==> src/rtl/hazard_ctrl_pkg.sv <==
// Shared definitions for the pipeline hazard controller: register-address width,
// controller state encoding and the bundle of pipeline control strobes.
package hazard_ctrl_pkg;

    localparam int ADDR_WIDTH = 5;

    typedef enum logic [1:0] {
        ST_RUN      = 2'd0,
        ST_MEM_WAIT = 2'd1,
        ST_HALT     = 2'd2
    } state_e;

    typedef struct packed {
        logic pc_write;
        logic if_id_write;
        logic if_id_flush;
        logic id_ex_write;
        logic id_ex_flush;
        logic ex_mem_stall;
    } ctrl_t;

    function automatic ctrl_t ctrl_run();
        return '{pc_write: 1'b1, if_id_write: 1'b1, if_id_flush: 1'b0,
                 id_ex_write: 1'b1, id_ex_flush: 1'b0, ex_mem_stall: 1'b0};
    endfunction

    // Whole pipeline held in place; used for data-memory wait and for halt.
    function automatic ctrl_t ctrl_freeze();
        return '{pc_write: 1'b0, if_id_write: 1'b0, if_id_flush: 1'b0,
                 id_ex_write: 1'b0, id_ex_flush: 1'b0, ex_mem_stall: 1'b1};
    endfunction

    function automatic ctrl_t ctrl_redirect();
        return '{pc_write: 1'b1, if_id_write: 1'b1, if_id_flush: 1'b1,
                 id_ex_write: 1'b1, id_ex_flush: 1'b1, ex_mem_stall: 1'b0};
    endfunction

    // Hold PC and IF/ID, load a bubble into ID/EX.
    function automatic ctrl_t ctrl_load_use();
        return '{pc_write: 1'b0, if_id_write: 1'b0, if_id_flush: 1'b0,
                 id_ex_write: 1'b1, id_ex_flush: 1'b1, ex_mem_stall: 1'b0};
    endfunction

endpackage

==> src/rtl/hazard_ctrl_detect.sv <==
// Combinational load-use detector: a load in EX whose destination is read by
// the instruction in ID.
module hazard_detect
    import hazard_ctrl_pkg::*;
(
    input  logic [ADDR_WIDTH-1:0] id_rs1_addr_i,
    input  logic [ADDR_WIDTH-1:0] id_rs2_addr_i,
    input  logic                  id_rs1_used_i,
    input  logic                  id_rs2_used_i,
    input  logic                  ex_mem_r_i,
    input  logic [ADDR_WIDTH-1:0] ex_rd_addr_i,
    output logic                  load_use_o
);

    logic rs1_hit;
    logic rs2_hit;

    assign rs1_hit = id_rs1_used_i && (id_rs1_addr_i == ex_rd_addr_i);
    assign rs2_hit = id_rs2_used_i && (id_rs2_addr_i == ex_rd_addr_i);

    // x0 is hard-wired zero, so a load targeting it never creates a dependency.
    assign load_use_o = ex_mem_r_i && (ex_rd_addr_i != '0) && (rs1_hit || rs2_hit);

endmodule

==> src/rtl/hazard_ctrl.sv <==
// Pipeline hazard controller: load-use bubbles, redirect flushes, data-memory
// wait freezing with timeout halt, and a saturating stall counter.
module hazard_ctrl
    import hazard_ctrl_pkg::*;
#(
    parameter int MEM_TIMEOUT = 255,
    parameter int CNT_WIDTH   = 16
) (
    input  logic                  clk,
    input  logic                  rst,
    input  logic [ADDR_WIDTH-1:0] ID_Rs1_Addr,
    input  logic [ADDR_WIDTH-1:0] ID_Rs2_Addr,
    input  logic                  ID_Rs1_Used,
    input  logic                  ID_Rs2_Used,
    input  logic                  EX_Mem_r,
    input  logic [ADDR_WIDTH-1:0] EX_Rd_Addr,
    input  logic                  EX_Redirect,
    input  logic                  MEM_Req,
    input  logic                  MEM_Ready,
    output logic                  PC_Write,
    output logic                  IF_ID_Write,
    output logic                  IF_ID_Flush,
    output logic                  ID_EX_Write,
    output logic                  ID_EX_Flush,
    output logic                  EX_MEM_Stall,
    output logic                  Halted,
    output logic [CNT_WIDTH-1:0]  Stall_Cnt
);

    localparam int                WAIT_W    = (MEM_TIMEOUT < 2) ? 1 : $clog2(MEM_TIMEOUT + 1);
    localparam logic [WAIT_W-1:0] WAIT_LAST = WAIT_W'(MEM_TIMEOUT - 1);

    state_e               state_q, state_d;
    logic [WAIT_W-1:0]    wait_q, wait_d;
    logic [CNT_WIDTH-1:0] stall_cnt_q, stall_cnt_d;
    ctrl_t                ctrl;
    logic                 load_use;
    logic                 mem_wait;

    hazard_detect u_detect (
        .id_rs1_addr_i (ID_Rs1_Addr),
        .id_rs2_addr_i (ID_Rs2_Addr),
        .id_rs1_used_i (ID_Rs1_Used),
        .id_rs2_used_i (ID_Rs2_Used),
        .ex_mem_r_i    (EX_Mem_r),
        .ex_rd_addr_i  (EX_Rd_Addr),
        .load_use_o    (load_use)
    );

    assign mem_wait = MEM_Req && !MEM_Ready;

    // NOTE: every signal written here gets a default first, so no path leaves
    // a value unassigned and no latch is inferred.
    always_comb begin
        ctrl    = ctrl_run();
        state_d = state_q;
        wait_d  = '0;
        case (state_q)
            ST_HALT: ctrl = ctrl_freeze();
            default: begin
                if (mem_wait) begin
                    // A redirect seen now stays on EX_Redirect because EX is frozen.
                    ctrl    = ctrl_freeze();
                    wait_d  = wait_q + 1'b1;
                    state_d = (wait_q == WAIT_LAST) ? ST_HALT : ST_MEM_WAIT;
                end else begin
                    state_d = ST_RUN;
                    if (EX_Redirect) begin
                        ctrl = ctrl_redirect();
                    end else if (load_use) begin
                        ctrl = ctrl_load_use();
                    end
                end
            end
        endcase
        if (rst) begin
            ctrl = ctrl_run();
        end

        stall_cnt_d = stall_cnt_q;
        if (!ctrl.pc_write && (stall_cnt_q != '1)) begin
            stall_cnt_d = stall_cnt_q + 1'b1;
        end
    end

    // NOTE: sequential state uses non-blocking assignments so every flop samples
    // the pre-edge values regardless of statement order.
    always_ff @(posedge clk or posedge rst) begin
        if (rst) begin
            state_q     <= ST_RUN;
            wait_q      <= '0;
            stall_cnt_q <= '0;
        end else begin
            state_q     <= state_d;
            wait_q      <= wait_d;
            stall_cnt_q <= stall_cnt_d;
        end
    end

    assign PC_Write     = ctrl.pc_write;
    assign IF_ID_Write  = ctrl.if_id_write;
    assign IF_ID_Flush  = ctrl.if_id_flush;
    assign ID_EX_Write  = ctrl.id_ex_write;
    assign ID_EX_Flush  = ctrl.id_ex_flush;
    assign EX_MEM_Stall = ctrl.ex_mem_stall;
    assign Halted       = (state_q == ST_HALT);
    assign Stall_Cnt    = stall_cnt_q;

endmodule

==> config.mk <==
export PLATFORM = sky130hd
export DESIGN_NAME = hazard_ctrl
export DESIGN_NICKNAME = d
export VERILOG_FILES = /design/src/rtl/hazard_ctrl_pkg.sv /design/src/rtl/hazard_ctrl_detect.sv /design/src/rtl/hazard_ctrl.sv
export SDC_FILE = /design/constraint.sdc
export NUM_CORES = 1
export LEC_CHECK = 0
export BUFFER_PORTS_ARGS = -buffer_cell sky130_fd_sc_hd__buf_2
export CELL_PAD_IN_SITES_DETAIL_PLACEMENT = 0
export CELL_PAD_IN_SITES_GLOBAL_PLACEMENT = 1
export CORE_ASPECT_RATIO = 1.75
export CORE_MARGIN = 1
export CORE_UTILIZATION = 42
export CTS_BUF_LIST = sky130_fd_sc_hd__clkbuf_8
export CTS_CLUSTER_DIAMETER = 150
export CTS_CLUSTER_SIZE = 8
export DETAILED_ROUTE_END_ITERATION = 6
export GPL_TIMING_DRIVEN = 0
export PLACE_DENSITY = 0.95
export SLEW_MARGIN = 20
export SYNTH_ARGS = -nofsm -noshare
export SYNTH_HDL_FRONTEND = slang
export SYNTH_SLANG_ARGS = --single-unit
==> constraint.sdc <==
create_clock -name clk -period 6.45 [get_ports clk]
set_input_delay 0.3225 -clock clk [delete_from_list [all_inputs] [get_ports clk]]
set_output_delay 0.3225 -clock clk [all_outputs]
set_load 0.02 [all_outputs]
After elaboration in Yosys (flattened, before gate mapping). Index checks and enable logic that the tools add are counted.

Bits in registers: 26. Input port bits: 23. Output and inout port bits: 23. Logic and storage cells: 29.

Add/subtract/negate cells: 2. Equality and inequality tests: 5. Muxes and demuxes: 9. Reductions and logical operators: 10.

Operators with widths (count): two-way mux 6 bit (5); adder 16 x 1 -> 16 bit (second input constant) (1); two-way mux 8 bit (2); != test 16 bit (second input constant) (1); == test 5 bit (2); adder 8 x 1 -> 8 bit (second input constant) (1); == test 8 bit (second input constant) (1); logical AND 1 bit (6); nonzero test 5 bit (1); two-way mux 2 bit (2); == test 2 bit (second input constant) (1); logical NOT 1 bit (2); logical OR 1 bit (1).

Longest topological paths before layout.
Depth after elaboration: 11. Depth in mapped cells: 8. Gate-level depth less buffers: 7.

Hierarchy. From an unflattened synthesis, not the netlist that was laid out.

Cells, all modules: 139. Area, all modules: 1508.9 µm².

By module, submodules not included: hazard_ctrl (times used 1, cells each 122, area each 1375.1 µm², sequential area each 650.6 µm²); hazard_detect (times used 1, cells each 17, area each 133.9 µm², sequential area each 0.0 µm²).

Worst setup path before layout. Ideal clock, no wire load.

Path kind: flip-flop to flip-flop. From: reg stall_cnt_q[0], in the netlist Stall_Cnt[0]. To: reg stall_cnt_q[1], in the netlist Stall_Cnt[1]. Library setup time: 128 ps. Arrival: 2100 ps. Data required time: 6322 ps. Path slack: 4222 ps. Stages on the path, launching flop included: 8. Path buffers: 1. Clock period less this slack: 2228 ps. Path through: dfrtp_1 -> ha_1 -> and4_4 -> and2_1 -> a2111o_1 -> a2bb2oi_4 -> buf_6 -> mux2_1.

Word-level cells in the longest chain between the ends: 2. Elaborated cells on any way between the ends: 3. Classes of those cells: add/sub (1); eq/ne (1); reduce/logical (1).

RTL lines: start: declaration (line hazard_ctrl.sv:35) `logic [CNT_WIDTH-1:0] stall_cnt_q, stall_cnt_d;`; start signal: assignment (line hazard_ctrl.sv:96) `stall_cnt_q <= stall_cnt_d;`; branches (longest 2 deep; another with adder 16 x 1 -> 16 bit).

Several ways; the timed one is not identified. A chain may end at the register's enable or synchronous reset.

Worst setup path after layout.
From: reg stall_cnt_q[5], in the netlist Stall_Cnt[5]. To: reg stall_cnt_q[1], in the netlist Stall_Cnt[1].

Word-level cells in the longest chain between the ends: 2.

RTL lines: != test 16 bit (line hazard_ctrl.sv:81) `if (!ctrl.pc_write && (stall_cnt_q != '1)) begin`; logical AND 1 bit (line hazard_ctrl.sv:81).

Every way passes these cells.

==> flow_metrics.tcl <==
set metrics [dict create \
    grt_pass1_vias 1195 \
    muxShareOfSynthArea 0.00785 \
    wl_per_cell_um 13.2 \
    cp_data_arrival_time_ns 2.46 \
    rows 27 \
    mostFrequentLayoutCell "buf_2" \
    h-tree-depth 1 \
    grt_antenna_before_repair 0 \
    p_clk_frac 0.199 \
    rsz0062_at_grt "no" \
    slowest_delay_ns 0.54 \
    grt_max_degree 29 \
    tns_ns 0 \
    cts_tree "done" \
    ir_worst_vdd_mv 0.260 \
    place_congestion 0.769 \
    critPathRequiredTime_ns 6.61 \
    hold_violations 0 \
    clockBufferDepth 2 \
    period_needed_ns 2.31 \
    synth_area_um2 1430 \
    final_cell_mix "buf_2 (45), dfrtp_1 (26), xor2_1 (23)" \
    cts_hold_buf 0 \
    fillers 294 \
    final_antenna_net_count 0 \
    synth_top_area_frac 0.454 \
    switching_share 0.390 \
    grt_pass1_wl_um 4850 \
    crit_slowest_cell "nor4_1" \
    syn_inst 146 \
    ios 46 \
    async_flop_share 1.00 \
    synth_top_family_by_area "simple AND/OR/NAND/NOR gates" \
    synth-edff-count 0 \
    cp_max_fo 10 \
    slew_headroom 0.350 \
    drive_gt1_frac 0.292 \
    hp-class "in -> async" \
    dr_total_vias 1196 \
    synth_top_flop_cell "dfrtp_1" \
    skew_ns 0.00191 \
    yosys.area.top_type "dfrtp_1" \
    crit_path_end_kind "register" \
    cts_resized 0 \
    seqPwrFrac 0.468 \
    cts_setup_buffers 0 \
    p_int_w 0.000321 \
    synth_compound_area_frac 0.0646 \
    die_h_um 79.3 \
    drcViolationCount 0 \
    syn_to_final_growth_pct 23.3 \
    synth.yosys.seq_area_share 0.454 \
    nets 222 \
    startpoint_type "register" \
    syn-num-nets 172 \
    p_total_w 0.000526 \
    routed_wl_um 3150 \
    comb_power_share 0.333 \
    grt_usage 0.180 \
    worstPathCellList "nand4_1 -> nor4_1 -> a2111o_1 -> a2bb2oi_4 -> buf_6 -> mux2_1" \
    synth-xor-area-share 0.177 \
    place_hpwl_um 2390 \
    clkTransAtPathRegs_ns 0.09 \
    synth_area_leaders "dfrtp_1 (45%), xor2_1 (14%), nor2_1 (4.7%)" \
    ys_ff_latch 26 \
    antenna_cells 0 \
    worst_slew_pin_slew_ns 0.968 \
    vias_per_cell 5.03 \
    whs_ns 0.190 \
    clock_latency_ns 0.27 \
    cts_root_buf "clkbuf_8" \
    fmax_mhz 434 \
    slew_violations 0 \
    synthSimpleGateAreaFrac 0.236 \
    setup_viol 0 \
    dieArea_um2 3660 \
    numClockSinks 26 \
    io_buffers 45 \
    grt-ovfl-total 0 \
    cap_viol_max_count 0 \
    die_w_um 46.2 \
    fin_crit_sh 0.358 \
    switchingPower_w 0.000205 \
    ys_types 31 \
    p_leak_nw 0.810 \
    core_area_um2 3210 \
    avgSynthCellArea_um2 9.82 \
    yosys.area_share.adder 0.0262 \
    yosysWarnings 0 \
    initial_core_util 0.447 \
    path_class "reg -> reg" \
    drtIter0Drc 13 \
    cts_inserted_buffers 3 \
    power.density_nw_per_um2 297 \
    status "complete, no violations" \
    r2r_slack_ns 4.14 \
    dr.pass1.iters 4 \
]
power by group through the flow:
stage	Sequential, W	Combinational [W]	Clock [W]
2_1_floorplan	0.000284	0.0000711	0
3_3_place_gp	0.000245	0.000171	0
3_5_place_dp	0.000248	0.000176	0
4_1_cts	0.000245	0.000178	0.000108
5_1_grt	0.000252	0.000191	0.000115
6_report	0.000246	0.000175	0.000105
metal layers:
layer  vias to the layer above  share of wire  wire length, um  track usage
li1                        587              -                -            -
met3                         4          0.043              134       0.0250
met5                         -              0                0            0
met2                        39           0.53             1670        0.339
met1                       566           0.41             1300        0.182
met4                         0          0.013               42       0.0706
sequential cells by signal (all words and copies together), names as in the netlist:
signal and flops:
state_q 2, wait_q 8, Stall_Cnt 16
layout make-up:
cell class / count / area, um^2 / share of cell area
well taps: 43 / 53.8 / 0.0304
clock buffers: 4 / 55.1 / 0.0311
repair buffers: 45 / 225 / 0.127
inverters: 8 / 30.0 / 0.0170
flip-flops and latches: 26 / 651 / 0.368
plain buffers: 2 / 18.8 / 0.0106
multi-input cells: 110 / 734 / 0.415
synthesized netlist by cell type, types with 3 or more instances:
library cell	count
a21oi_1	3
and3_1	3
dfrtp_1	26
ha_1	3
inv_1	8
nand2_1	11
nand3_1	10
nor2_1	18
nor3_1	7
nor4_1	4
o21ai_0	3
xnor2_1	6
xor2_1	23
final timing paths:
kind / startpoint / end / depth (start not counted)
max: Stall_Cnt[5] / Stall_Cnt[1] / 6
min: rst / Stall_Cnt[13] / 2
max reg2reg: Stall_Cnt[5] / Stall_Cnt[1] / 6
min reg2reg: Stall_Cnt[13] / Stall_Cnt[13] / 1
max in group asynchronous: rst / wait_q[5] / 2
min in group clk: MEM_Req / state_q[1] / 3
per-stage QoR:
step / area [um^2] / utilization / setup slack [ns] / cells
3_5_place_dp: 1710 / 0.534 / 4.14 / 234
5_1_grt: 1770 / 0.551 / 3.89 / 238
3_3_place_gp: 1710 / 0.534 / 4.18 / 234
6_report: 1770 / 0.551 / 4.14 / 238
2_1_floorplan: 1430 / - / 4.22 / 146
4_1_cts: 1770 / 0.551 / 4.09 / 238
cells by family after synthesis:
kind of cell	count (synthesis)
and+or+nand+nor	66
xor gates and xnor gates	29
DFF	26
AOI/OAI and AO/OA	11
buffers and inverters	10
adders and majority gates	3
muxes	1
critical path, delay by kind of cell, from the launching register on:
family | cells | cell delay [ns]
and+or+nand+nor | 2 | 0.69
DFF | 1 | 0.47
muxes | 1 | 0.33
AOI/OAI and AO/OA | 2 | 0.51
buffers and inverters | 1 | 0.19
Note: power is estimated with default switching activity, not from simulation.
